===== src/rtl/z80_io_resp.sv =====
// Z80 I/O-port slave: synchronizes the bus strobes, decodes IORQ cycles in a 2**PORT_BITS window
// and turns them into register-file write strobes / read handshakes. Optional /WAIT drive: Z80IO_WAIT_EN.
module z80_io_resp #(
  parameter logic [7:0] PORT_BASE = 8'hC0,
  parameter int         PORT_BITS = 3,
  parameter int         RD_TMO    = 6
) (
  input  logic                 clk,
  input  logic                 rst,
  input  logic                 z_iorq_n,
  input  logic                 z_mreq_n,
  input  logic                 z_m1_n,
  input  logic                 z_rd_n,
  input  logic                 z_wr_n,
  input  logic [15:0]          z_a,
  input  logic [7:0]           z_d_in,
  output logic [7:0]           z_d_out,
  output logic                 z_d_oe,
  output logic                 z_wait_n,
  output logic [PORT_BITS-1:0] reg_addr,
  output logic                 wr_stb,
  output logic [7:0]           wr_data,
  output logic                 rd_stb,
  input  logic [7:0]           rd_data,
  input  logic                 rd_vld,
  output logic                 rd_tmo
);
  localparam int CW = $clog2(RD_TMO + 1);

  typedef enum logic [1:0] {ST_IDLE, ST_REL, ST_RDWAIT, ST_DRIVE} state_t;

  state_t        r_state;
  logic [CW-1:0] r_cnt;
  logic          r_armed;
  logic [4:0]    r_sync1;
  logic [4:0]    r_sync2;

  logic w_iorq_n, w_mreq_n, w_m1_n, w_rd_n, w_wr_n, w_sel;
  logic w_unused;

  // Synchronizers are left out of reset so they still track the pins while rst
  // is high; this lets the decoder see that a cycle was already in progress.
  always_ff @(posedge clk) begin
    r_sync1 <= {z_iorq_n, z_mreq_n, z_m1_n, z_rd_n, z_wr_n};
    r_sync2 <= r_sync1;
  end

  assign {w_iorq_n, w_mreq_n, w_m1_n, w_rd_n, w_wr_n} = r_sync2;
  assign w_sel = ~w_iorq_n & w_mreq_n & w_m1_n &
                 (z_a[7:PORT_BITS] == PORT_BASE[7:PORT_BITS]);
  assign w_unused = ^z_a[15:8];

`ifdef Z80IO_WAIT_EN
  logic r_wait_n;
  assign z_wait_n = r_wait_n;
`else
  assign z_wait_n = 1'b1;
`endif

  always_ff @(posedge clk) begin
    if (rst) begin
      r_state  <= ST_IDLE;
      r_cnt    <= '0;
      r_armed  <= 1'b0;
      z_d_out  <= 8'hFF;
      z_d_oe   <= 1'b0;
      reg_addr <= '0;
      wr_stb   <= 1'b0;
      wr_data  <= 8'h00;
      rd_stb   <= 1'b0;
      rd_tmo   <= 1'b0;
`ifdef Z80IO_WAIT_EN
      r_wait_n <= 1'b1;
`endif
    end else begin
      wr_stb <= 1'b0;
      rd_stb <= 1'b0;
      // A decode is only allowed after /IORQ has been seen idle, so each bus
      // cycle yields one strobe and a cycle straddling reset is skipped.
      if (w_iorq_n)
        r_armed <= 1'b1;
      case (r_state)
        ST_IDLE: begin
          if (r_armed && w_sel && (!w_wr_n || !w_rd_n)) begin
            r_armed  <= 1'b0;
            reg_addr <= z_a[PORT_BITS-1:0];
            if (!w_wr_n) begin
              wr_data <= z_d_in;
              wr_stb  <= 1'b1;
              r_state <= ST_REL;
            end else begin
              rd_stb  <= 1'b1;
              r_cnt   <= '0;
              r_state <= ST_RDWAIT;
`ifdef Z80IO_WAIT_EN
              r_wait_n <= 1'b0;
`endif
            end
          end
        end
        ST_REL: begin
          if (w_iorq_n && w_wr_n)
            r_state <= ST_IDLE;
        end
        ST_RDWAIT: begin
          if (w_iorq_n || w_rd_n) begin
            r_state <= ST_IDLE;
`ifdef Z80IO_WAIT_EN
            r_wait_n <= 1'b1;
`endif
          end else if (rd_vld) begin
            z_d_out <= rd_data;
            z_d_oe  <= 1'b1;
            r_state <= ST_DRIVE;
`ifdef Z80IO_WAIT_EN
            r_wait_n <= 1'b1;
`endif
          end else if (r_cnt == CW'(RD_TMO - 1)) begin
            z_d_out <= 8'hFF;
            z_d_oe  <= 1'b1;
            rd_tmo  <= 1'b1;
            r_state <= ST_DRIVE;
`ifdef Z80IO_WAIT_EN
            r_wait_n <= 1'b1;
`endif
          end else begin
            r_cnt <= r_cnt + CW'(1);
          end
        end
        ST_DRIVE: begin
          if (w_iorq_n || w_rd_n) begin
            z_d_oe  <= 1'b0;
            r_state <= ST_IDLE;
          end
        end
        default: r_state <= ST_IDLE;
      endcase
    end
  end
endmodule


===== config.mk =====
export PLATFORM = sky130hd
export DESIGN_NAME = z80_io_resp
export DESIGN_NICKNAME = d
export VERILOG_FILES = /design/src/rtl/z80_io_resp.sv
export SDC_FILE = /design/constraint.sdc
export NUM_CORES = 1
export LEC_CHECK = 0
export ABC_AREA = 1
export BUFFER_PORTS_ARGS = -buffer_cell sky130_fd_sc_hd__buf_2
export CORE_MARGIN = 2
export CORE_UTILIZATION = 45
export CTS_BUF_LIST = sky130_fd_sc_hd__clkbuf_8
export DETAILED_ROUTE_END_ITERATION = 8
export GPL_ROUTABILITY_DRIVEN = 1
export PLACE_DENSITY = 0.77
export SLEW_MARGIN = 20
export SYNTH_ARGS = -nofsm -noshare
export SYNTH_HDL_FRONTEND = slang
export SYNTH_SLANG_ARGS = --single-unit

===== constraint.sdc =====
create_clock -name clk -period 2.01 [get_ports clk]
set_input_delay 0.201 -clock clk [delete_from_list [all_inputs] [get_ports clk]]
set_output_delay 0.201 -clock clk [all_outputs]
set_load 0.05 [all_outputs]

* After elaboration in Yosys (flattened, before gate mapping)
Index checks and enable logic that the tools add are counted.
W data, S select, Z words.
** Storage, ports and cells
- Output and inout port bits :: 24
- Register bits :: 39
- Input bits :: 40
- Logic and storage cells :: 81
** Operators by class
- Reduce and logical (&&, ||, !) cells :: 19
- Equal/unequal tests :: 14
- Bitwise logic cells :: 9
- Mux-type cells :: 26
- Add/sub/neg operators :: 1
** Operator list (number)
- $mux W8 :: 2
- $mux W3 :: 5
- $mux W2 :: 7
- $ne A2 B2 Y1 const B :: 7
- $reduce_and A4 Y1 :: 3
- $mux W1 :: 9
- $pmux W2 S4 :: 1
- $not A1 Y1 :: 6
- $pmux W3 S2 :: 1
- $reduce_and A3 Y1 :: 2
- $reduce_and A6 Y1 :: 1
- $reduce_bool A2 Y1 :: 3
- $eq A5 B5 Y1 const B :: 1
- $eq A2 B2 Y1 const B :: 2
- $ne A4 B4 Y1 const B :: 1
- $add A3 B1 Y3 const B :: 1
- $and A1 B1 Y1 :: 3
- $eq A3 B3 Y1 const B :: 1
- $logic_and A1 B1 Y1 :: 3
- $ne A3 B3 Y1 const B :: 1
- $reduce_or A3 Y1 :: 1
- $eq A2 B1 Y1 const B :: 1
- $logic_not A1 Y1 :: 2
- $logic_not A2 Y1 :: 1
- 3 further kinds :: 4

* Logic depth before layout (Yosys ltp)
Gate-level depths: netlist of the first run.
- Depth in word-level cells :: 8
- Mapped depth :: 8
- Gate-level depth less buffers :: 8

* Worst setup path before layout of the first run
OpenSTA, ideal clock, no wires.
- Kind :: reg2reg
- Start :: reg r_cnt[1]
- End :: reg r_cnt[1]
- Clock period less this slack :: 1.282 ns
- Path slack :: 0.728 ns
- Data arrival time :: 1.167 ns
- Required time :: 1.895 ns
- Cell stages (with the launch flop) :: 9
- Buffers on the path :: 0
- Setup time :: 0.115 ns
- Path through :: dfxtp_1 > inv_1 > ha_1 > nand2_1 > nand2_1 > o21ai_4 > nand3_1 > nand2_1 > nor2_1
** Between the ends
- Longest elaborated chain between the ends :: 5
** Ends and longest elaborated chain
- start, declared :: line 33 : logic [CW-1:0] r_cnt;
- start signal, assigned :: line 127 : r_cnt <= r_cnt + CW'(1);
- $add A3 B1 Y3 :: line 127
- $mux W3 :: line 118 : end else if (r_cnt == CW'(RD_TMO - 1)) begin
- $mux W3 :: line 111 : end else if (rd_vld) begin
- $mux W3 :: line 106 : if (w_iorq_n || w_rd_n) begin
- $pmux W3 S2 :: line 82 : case (r_state)
Parallel ways exist; a longest one is shown, timed or not. The select of a mux whose other input is x is not followed.
A chain may end at the register's enable or synchronous reset.

* Worst setup path after layout of the first run
- Start :: reg r_cnt[1]
- End :: reg r_cnt[2]
Same word-level chain as after synthesis.

==> results of run 1 <==
[logic make-up (layout without fill, tap and decap cells)]
group / after synthesis / in the layout / share of synthesized area [%]
DFF: 39 / 39 / 53.7
and+or+nand+nor: 84 / 84 / 27.0
adders and majority gates: 2 / 2 / 1.72
other: 1 / 1 / 0.258
buffers and inverters: 16 / 79 / 4.48
AOI/OAI and AO/OA: 30 / 30 / 12.7
[metrics by stage]
stage	power (µW)	hold WS (ns)	utilization (%)	setup WS [ns]
global placement	876	0.306	57.7	0.627
global route	1580	0.0122	62.8	0.387
floorplan	841	0.229	-	0.728
finish	1520	0.0177	62.8	0.576
CTS	1530	0.00221	61.5	0.580
detailed placement	877	0.306	57.7	0.596
[registers in the layout (all words and copies together), names as in the netlist]
| register | flops |
|---|---|
| wr_data | 8 |
| z_d_out | 8 |
| r_sync1 | 5 |
| r_sync2 | 5 |
| r_cnt | 3 |
| reg_addr | 3 |
| r_state | 2 |
| r_armed | 1 |
| rd_stb | 1 |
| rd_tmo | 1 |
| wr_stb | 1 |
| z_d_oe | 1 |
[Yosys cell counts]
cell      number
inv_2          2
buf_2          1
clkbuf_1       1
nand4_1        1
nor2_1        21
inv_1         11
nor2_4         2
o21ai_4        1
nand2_2        3
nor2_2         3
dfxtp_1       39
or2_2          1
o21a_1         1
a21oi_1        7
buf_4          1
nor3_1         8
nand2_1       30
nand3_2        1
nand2_4        1
or2_0          2
conb_1         1
o22ai_1        8
o21ai_0       12
nand3_1       11
ha_1           2
a21oi_4        1
[worst max-delay path by stage]
stage                                startpoint  slack, ns  cells past startpoint               endpoint
after detailed placement  r_cnt[1]$_SDFFE_PP0P_       0.60                      8  r_cnt[0]$_SDFFE_PP0P_
after CTS                 r_cnt[1]$_SDFFE_PP0P_       0.58                      8  r_cnt[2]$_SDFFE_PP0P_
after floorplan           r_cnt[1]$_SDFFE_PP0P_       0.73                      8  r_cnt[1]$_SDFFE_PP0P_
final                     r_cnt[1]$_SDFFE_PP0P_       0.58                      8  r_cnt[2]$_SDFFE_PP0P_
after global routing      r_cnt[1]$_SDFFE_PP0P_       0.39                      8  r_cnt[0]$_SDFFE_PP0P_
after global placement    r_cnt[1]$_SDFFE_PP0P_       0.63                      8  r_cnt[1]$_SDFFE_PP0P_
[worst max-delay path, cell delays in order (launching register included)]
cell and delay (ns):
dfxtp_1 0.37, inv_1 0.06, ha_1 0.17, nand2_1 0.15, nand2_1 0.15, o21ai_4 0.24
nand3_1 0.10, nand2_1 0.07, nor2_1 0.05
[final cells by class]
| class | instances | area (µm²) |
|---|---|---|
| multi-input combinational | 117 | 607 |
| fill | 280 | 1130 |
| tap | 44 | 55.1 |
| clock buffer | 5 | 68.8 |
| sequential | 39 | 781 |
| timing repair buffer | 58 | 310 |
| clock inverter | 3 | 47.5 |
| inverter | 13 | 48.8 |
[power groups by stage]
stage               Clock, µW  Sequential [µW]  Combinational (µW)
finish                    655              790                75.0
global route              704              792                83.6
CTS                       666              790                69.5
detailed placement          0              808                69.0
global placement            0              808                68.5
floorplan                   0              807                33.9
[placed cells by master (no fill, tap or decap), drive strengths merged, types with 2 or more instances in the layout]
cell and instances:
clkbuf 5, nand3 12, o22ai 8, ha 2, nand2 34, a21oi 8, inv 14, nor2 26
dlygate4sd3 4, nor3 8, o21ai 13, buf 54, or2 3, dfxtp 39
[metal layers]
metal | global-route usage (%) | share of wire (%)
met1 | 22.9 | 45
met2 | 27.3 | 48
met3 | 4.90 | 5.0
met4 | 7.45 | 1.6
met5 | 0 | 0
==> flow_summary.yaml, run 1 <==
finish:
  design_area_um2: 1920
  diodes: 0
  final_nets: 276
  layout-drive-gt1-share_pct: 32.8
  area_delta_synth_final_pct: 32.0
  final_cells: 279
synthesis:
  postSynthAreaPerCell_um2: 8.45
  ys_ff_latch: 39
  ys_seq_area_share_pct: 53.7
  yosysUniqueCellTypes: 26
  synth_top_cell_area_share_pct: 53.7
  synth_nets: 214
  yosys_warnings: 0
  synth.area.top_cells: "dfxtp_1, nand2_1, nor2_1, o21ai_0, nand3_1"
  synth_area_leader_cell: "dfxtp_1"
  synth_area_um2: 1450
  synthCells: 172
pwr:
  p_comb_share_pct: 4.9
  max-vdd-ir-drop_mv: 0.491
  power_frac_seq_pct: 51.9
  p_leak_uw: 0.000915
  p_int_uw: 1190
  p_sw_uw: 326
  switching_share_pct: 21.4
  power_frac_clock_pct: 43.1
  power_density_nw_per_um2: 793
placed_design:
  placed_area_um2: 1760
  io_buffers: 54
  place_hpwl_mm: 2.21
  dp.cells: 267
  gp_congestion: 0.855
sta:
  clock.fmax_mhz: 697
  relSlewSlack_pct: 56.7
  hold_violations: 0
  tns_ns: 0
  max_slew.worst_pin.slew_ns: 0.649
  fin_skew_ns: 0.00829
  final-setup-viol-count: 0
  slew_violations: 0
  finalCriticalPeriod_ns: 1.43
  rsz0062_at_grt: "no"
  fin_crit_sh_pct: 71.3
route:
  drt-total-wl_mm: 2.94
  post_drt_wl_per_cell_um: 10.5
  avgViaCountPerCell: 4.62
  vias: 1289
  drt_pass1_iterations: 4
  ant_nets: 0
  drc: 0
  drt_iter0_markers: 15
die:
  die_y_um: 60.8
  rows: 20
  die_area_um2: 3700
  io_pins: 64
  core_area_um2: 3050
  start_util_pct: 47.6
  die_x_um: 60.8
worst_setup_path:
  r2r_setup_slack_ns: 0.58
  cp_max_fo: 6
  cp.arrival_ns: 1.62
  crit_required_ns: 2.19
  reg2reg_depth: 8
  worstSetupPathType: "reg -> reg"
  crit_path_start_kind: "flip-flop"
  cp-end-kind: "flip-flop"
  r2r_start: "r_cnt[1]$_SDFFE_PP0P_"
  reg2reg_to: "r_cnt[2]$_SDFFE_PP0P_"
clock_tree:
  hold_buffers: 0
  clkLatencyLatePin_ns: 0.29
  cts-root-buf: "clkbuf_8"
  numCtsBuffers: 5
  clkSinkCount: 39
  cts.clk_slew.worst_paths_ns: 0.07
  cts_htree_levels: 2
  cts_tree: "done"
  cts_setup_buffers: 0
  ctsLongestPathBuffers: 2
  cts_resized: 0
grt:
  overflow: 0
  grt_pass1_vias: 1145
  grt_max_degree: 24
  track_usage_pct: 17.6
  antenna_found_initial: 0
  grt_pass1_wl_mm: 4.82
job:
  maxCapViolCount: 0
min_path:
  hold_depth: 1
  hold_path_end: "r_sync1[0]$_DFF_P_"
  hold_class: "in -> reg"
  min_from: "z_wr_n"
status:
  status: "finished, final reports clean"
Power figures use the tool's default switching activity.
==> inputs of run 2 (changes only) <==
--- a/config.mk
+++ b/config.mk
@@ -8,7 +8,7 @@
 export ABC_AREA = 1
 export BUFFER_PORTS_ARGS = -buffer_cell sky130_fd_sc_hd__buf_2
 export CORE_MARGIN = 2
-export CORE_UTILIZATION = 45
+export CORE_UTILIZATION = 43
 export CTS_BUF_LIST = sky130_fd_sc_hd__clkbuf_8
 export DETAILED_ROUTE_END_ITERATION = 8
 export GPL_ROUTABILITY_DRIVEN = 1
==> constraint.sdc (replaced) <==
create_clock -name clk -period 1.2 [get_ports clk]
set_input_delay 0.12 -clock clk [delete_from_list [all_inputs] [get_ports clk]]
set_output_delay 0.12 -clock clk [all_outputs]
set_load 0.05 [all_outputs]
==> flow_summary.yaml, run 2 (same netlist as run 1, synthesis figures left out) <==
status:
  status: "finished with violations"
  violations: "negative setup slack"
clock_tree:
  cts.clk_slew.worst_paths_ns: 0.07
  cts-root-buf: "clkbuf_8"
  numCtsBuffers: 5
  clkLatencyLatePin_ns: 0.29
  cts_htree_levels: 2
  cts_tree: "done"
  clkSinkCount: 39
  ctsLongestPathBuffers: 2
worst_setup_path:
  crit_path_frequent_cell: "nor2_4"
  cp_max_fo: 8
  cp_cell_sequence: "inv_2 > nand2_2 > nor2_4 > nand3_4 > nor2_4 > buf_4 > o21ai_2 > nor2_1"
  cp.arrival_ns: 1.49
  cp_slowest_cell: "dfxtp_4"
  path_buf_inv: 2
  crit_required_ns: 1.43
  crit_path_start_kind: "flip-flop"
  worstSetupPathType: "reg -> reg"
  critPathTopFamily: "simple AND/OR/NAND/NOR gates"
  max_stage_delay_ns: 0.36
  cp-end-kind: "flip-flop"
sta:
  hold_violations: 0
  fin_ws_ns: -0.0559
  tns_ns: -0.255
  rsz0062_at_grt: "yes"
  fin_crit_sh_pct: 105
  finalCriticalPeriod_ns: 1.26
  clock.fmax_mhz: 796
  fin_skew_ns: 0.00813
  final-setup-viol-count: 11
  slew_violations: 0
die:
  die_x_um: 62.1
  rows: 21
  core_area_um2: 3280
  die_y_um: 62.1
  io_pins: 64
  start_util_pct: 44.2
  die_area_um2: 3860
pwr:
  power_frac_seq_pct: 54.1
  p_int_uw: 1900
  power_frac_clock_pct: 39.4
  p_comb_share_pct: 6.5
  max-vdd-ir-drop_mv: 0.653
  p_sw_uw: 538
  switching_share_pct: 22.1
  p_leak_uw: 0.00104
  power_density_nw_per_um2: 1100
job:
  maxCapViolCount: 0
finish:
  final_nets: 295
  layout-drive-gt1-share_pct: 47.6
  reg_top3: "wr_data: 8 flops, z_d_out: 8 flops"
  diodes: 0
  layout_common_cells: "buf_2, dfxtp_1, nand2_1, nor2_1, buf_4"
  layout_commonest_cell: "buf_2"
  final_cells: 300
  area_delta_synth_final_pct: 52.5
route:
  drc: 0
  avgViaCountPerCell: 4.93
  drt-total-wl_mm: 3.69
  drt_iter0_markers: 73
  ant_nets: 0
  post_drt_wl_per_cell_um: 12.3
  drt_pass1_iterations: 4
  vias: 1478
grt:
  grt_pass1_vias: 1314
  antenna_found_initial: 0
  grt_max_degree: 13
  grt_pass1_wl_mm: 5.79
  overflow: 0
  track_usage_pct: 19.1
placed_design:
  io_buffers: 54
  dp_slack_ns: -0.0658
  gp_congestion: 0.808
  place_hpwl_mm: 2.32
  dp.cells: 283
min_path:
  hold_class: "in -> reg"
run 2: changes by cell type in the layout (fill, tap and decap cells not counted), moves of 4 or more:
cell / previous run / this run
nand2_4: 1 / 5
dfxtp_1: 39 / 34
o21ai_0: 12 / 5
buf_4: 0 / 14
o21ai_1: 0 / 4
run 2: path summary, 6_finish.rpt:
kind	start	end	slack [ns]	cells after the start
max reg2reg	r_sync2[4]$_DFF_P_	wr_data[0]$_SDFFE_PP0P_	-0.06	8
min	rd_data[2]	z_d_out[2]$_SDFFE_PP1P_	0.05	3
min reg2reg	r_sync1[4]$_DFF_P_	r_sync2[4]$_DFF_P_	0.33	0
max	r_sync2[4]$_DFF_P_	wr_data[0]$_SDFFE_PP0P_	-0.06	8
run 2: area by class of cell:
cell class,count,area [µm²]
Clock buffer,7,96.3
Multi-Input combinational cell,118,742
Fill cell,269,1070
Tap cell,46,57.6
Clock inverter,1,7.51
Inverter,13,48.8
Timing Repair Buffer,76,468
Sequential cell,39,795
run 2: power by group through the flow:
| stage | clock (µW) | combinational [µW] | sequential (µW) |
|---|---|---|---|
| 5_1_grt | 1060 | 175 | 1320 |
| 4_1_cts | 987 | 143 | 1320 |
| 3_3_place_gp | 0 | 124 | 1350 |
| 2_1_floorplan | 0 | 57.4 | 1350 |
| 3_5_place_dp | 0 | 127 | 1350 |
| 6_report | 962 | 159 | 1320 |
run 2: timing repair:
item	4_1_cts	5_1_grt
buffers inserted	1	2
setup endpoints to repair	26	28
pin swaps	8	3
hold buffers	5	0
endpoints found under the hold margin	5	0
gates cloned	1	0
resized for setup	17	29
run 2: through the flow:
step / power, µW / hold slack (ns) / utilization, % / area (µm²)
6_report: 2440 / 0.0491 / 67.4 / 2210
5_1_grt: 2550 / 0.0489 / 67.4 / 2210
4_1_cts: 2450 / 0.0379 / 64.3 / 2110
3_5_place_dp: 1480 / 0.224 / 57.1 / 1870
3_3_place_gp: 1480 / 0.223 / 57.1 / 1870
2_1_floorplan: 1410 / 0.148 / - / 1460
run 2: worst register-to-register path, cell delays in order, from the launching register on:
cell and delay [ns]:
dfxtp_4 0.36, inv_2 0.05, nand2_2 0.05, nor2_4 0.11, nand3_4 0.11, nor2_4 0.23
buf_4 0.15, o21ai_2 0.04, nor2_1 0.08
run 2: per-layer routing:
| layer | track usage, % | part of all wire, % |
|---|---|---|
| met4 | 9.17 | 3.4 |
| met1 | 21.3 | 39 |
| met2 | 34.0 | 52 |
| met5 | 0 | 0 |
| met3 | 4.53 | 5.1 |
==> inputs of run 3 (changes only) <==
--- a/config.mk
+++ b/config.mk
@@ -5,7 +5,6 @@
 export SDC_FILE = /design/constraint.sdc
 export NUM_CORES = 1
 export LEC_CHECK = 0
-export ABC_AREA = 1
 export BUFFER_PORTS_ARGS = -buffer_cell sky130_fd_sc_hd__buf_2
 export CORE_MARGIN = 2
 export CORE_UTILIZATION = 43
==> flow_summary.yaml, run 3 <==
status:
  status: "finished with violations"
  violations: "negative setup slack"
pwr:
  p_sw_uw: 593
  power_frac_clock_pct: 37.6
  p_comb_share_pct: 9.2
  p_int_uw: 1900
  power_density_nw_per_um2: 1040
  p_leak_uw: 0.000980
  switching_share_pct: 23.8
  max-vdd-ir-drop_mv: 0.763
  power_frac_seq_pct: 53.2
die:
  io_pins: 64
  core_area_um2: 3310
  die_x_um: 62.3
  die_y_um: 62.3
  start_util_pct: 44.1
  die_area_um2: 3880
  rows: 21
synthesis:
  synth.area.top_cells: "dfxtp_1, mux2i_1, nor2_1, o22ai_1, nand2b_1"
  synthCells: 138
  synthAdderAreaFrac_pct: 1.71
  synth_top_cell_area_share_pct: 53.4
  synthFlopType: "dfxtp_1"
  synth_area_um2: 1460
  ys_seq_area_share_pct: 53.4
  ys_ff_latch: 39
  yosysUniqueCellTypes: 35
  async_flop_share_pct: 0
  postSynthAreaPerCell_um2: 10.6
  synth_top_family_by_area: "simple AND/OR/NAND/NOR gates"
  synth_edf_count: 0
  ys_top_cells_by_count: "dfxtp_1, nor2_1, mux2i_1, o22ai_1, nand2b_1"
  yosys-mux-area-fraction_pct: 7.53
  synth-compound-area-share_pct: 11.9
  yosys_warnings: 0
  synth_xor_area_share_pct: 0
  synth.most_common_cell: "dfxtp_1"
  synthSimpleGateAreaFrac_pct: 21.6
  synth_area_leader_cell: "dfxtp_1"
  synth_nets: 180
clock_tree:
  clkSinkCount: 39
  numCtsBuffers: 5
  cts.clk_slew.worst_paths_ns: 0.08
  cts_tree: "done"
  cts_htree_levels: 2
  ctsLongestPathBuffers: 2
  cts-root-buf: "clkbuf_8"
  clkLatencyLatePin_ns: 0.29
route:
  post_drt_wl_per_cell_um: 14.6
  vias: 1386
  avgViaCountPerCell: 5.08
  drt_pass1_iterations: 4
  drt-total-wl_mm: 3.98
  drc: 0
  ant_nets: 0
  drt_iter0_markers: 65
worst_setup_path:
  crit_path_start_kind: "flip-flop"
  max_stage_delay_ns: 0.37
  cp.arrival_ns: 1.78
  crit_required_ns: 1.39
  cp_cell_sequence: "or3_4 > nor4_4 > buf_6 > mux2i_1 > nor2_1"
  worstSetupPathType: "reg -> reg"
  critPathTopFamily: "simple AND/OR/NAND/NOR gates"
  cp_slowest_cell: "or3_4"
  cp-end-kind: "flip-flop"
  path_buf_inv: 1
  cp_max_fo: 8
finish:
  n_fill_cell: 244
  area_delta_synth_final_pct: 64.9
  final_cells: 273
  reg_top3: "wr_data: 8 flops, z_d_out: 8 flops"
  multi_input_area_um2: 842
  layout_common_cells: "buf_2, dfxtp_1, buf_4, nor2_1, buf_6"
  final_util_pct: 72.8
  seq_area_um2: 797
  diodes: 0
  layout-drive-gt1-share_pct: 58.6
  layout_commonest_cell: "buf_2"
  final_nets: 268
placed_design:
  dp.cells: 251
  io_buffers: 54
  gp_congestion: 0.763
  place_hpwl_mm: 2.29
grt:
  antenna_found_initial: 0
  overflow: 0
  grt_pass1_wl_mm: 6.20
  grt_max_degree: 27
  grt_pass1_vias: 1416
  track_usage_pct: 20.4
sta:
  rsz0062_at_grt: "yes"
  finalCriticalPeriod_ns: 1.59
  final-setup-viol-count: 29
  hold_violations: 0
  slew_violations: 0
  fin_ws_ns: -0.386
  fin_crit_sh_pct: 132
  tns_ns: -7.47
  clock.fmax_mhz: 631
  fin_skew_ns: 0.00222
job:
  maxCapViolCount: 0
min_path:
  hold_class: "in -> reg"
==> run 3: cell types whose count changed in the layout (fill, tap and decap cells not counted), sizes merged, moves of 4 or more <==
cell	delta
nand2	-29
buf	+13
inv	-12
mux2i	+11
nand3	-11
nor2	-11
o21ai	-11
nand2b	+8
nor3	-6
nor4b	+4
==> run 3: worst paths after layout <==
kind,from,endpoint,slack (ns),cells past startpoint
worst max-delay path,r_state[0]$_SDFFE_PP0P_,wr_data[3]$_SDFFE_PP0P_,-0.39,5
worst min-delay path,rd_data[7],z_d_out[7]$_SDFFE_PP1P_,0.04,3
worst max register to register,r_state[0]$_SDFFE_PP0P_,wr_data[3]$_SDFFE_PP0P_,-0.39,5
worst min register to register,r_sync1[4]$_DFF_P_,r_sync2[4]$_DFF_P_,0.33,0
==> run 3: power groups by stage <==
stage,clock [µW],sequential [µW],combinational (µW)
global route,1020,1330,244
global placement,0,1360,166
finish,938,1330,230
CTS,955,1330,199
floorplan,0,1370,66.4
detailed placement,0,1360,169
==> run 3: metrics by stage <==
| step | setup slack [ns] | total power [µW] | area [µm²] | hold slack (ns) |
|---|---|---|---|---|
| 2_1_floorplan | -0.558 | 1440 | 1480 | 0.148 |
| 3_3_place_gp | -0.333 | 1520 | 1920 | 0.223 |
| 3_5_place_dp | -0.390 | 1530 | 1920 | 0.224 |
| 4_1_cts | -0.321 | 2480 | 2240 | 0.0347 |
| 5_1_grt | -0.456 | 2590 | 2410 | 0.0478 |
| 6_report | -0.386 | 2500 | 2410 | 0.0399 |
==> run 3: logic make-up after synthesis <==
group | count (synthesis)
AO/OA/AOI/OAI | 26
adder cells (fa/ha/maj) | 2
buffers and inverters | 9
flip-flops | 39
multiplexers | 11
other | 1
AND/OR/NAND/NOR | 50
==> run 3: worst register-to-register path: stages, from the launching register on <==
cell and delay (ns):
dfxtp_4 0.35, or3_4 0.37, nor4_4 0.28, buf_6 0.19
mux2i_1 0.21, nor2_1 0.06
==> run 3: layer usage <==
| metal | part of all wire, % | wire length, µm | vias to the layer above | track usage [%] |
|---|---|---|---|---|
| met2 | 52 | 2080 | 34 | 35.7 |
| met3 | 4.1 | 163 | 11 | 6.70 |
| met1 | 42 | 1660 | 670 | 22.8 |
| li1 | - | - | 671 | - |
| met4 | 2.0 | 81 | 0 | 8.06 |
| met5 | 0 | 0 | - | 0 |
==> run 3: area by class of cell <==
class	count	area share [%]
Timing Repair Buffer	89	25.3
Clock inverter	2	0.675
Sequential cell	39	33.1
Inverter	1	0.156
Tap cell	46	2.39
Clock buffer	6	3.43
Multi-Input combinational cell	90	34.9
==> run 3: repair_timing <==
action                                 in CTS  in global routing
setup endpoints to repair                  28                 29
setup buffers                               6                  4
pin swaps                                   9                 13
hold buffers                                5                  0
gates resized for setup                    29                 31
endpoints found under the hold margin       5                  0
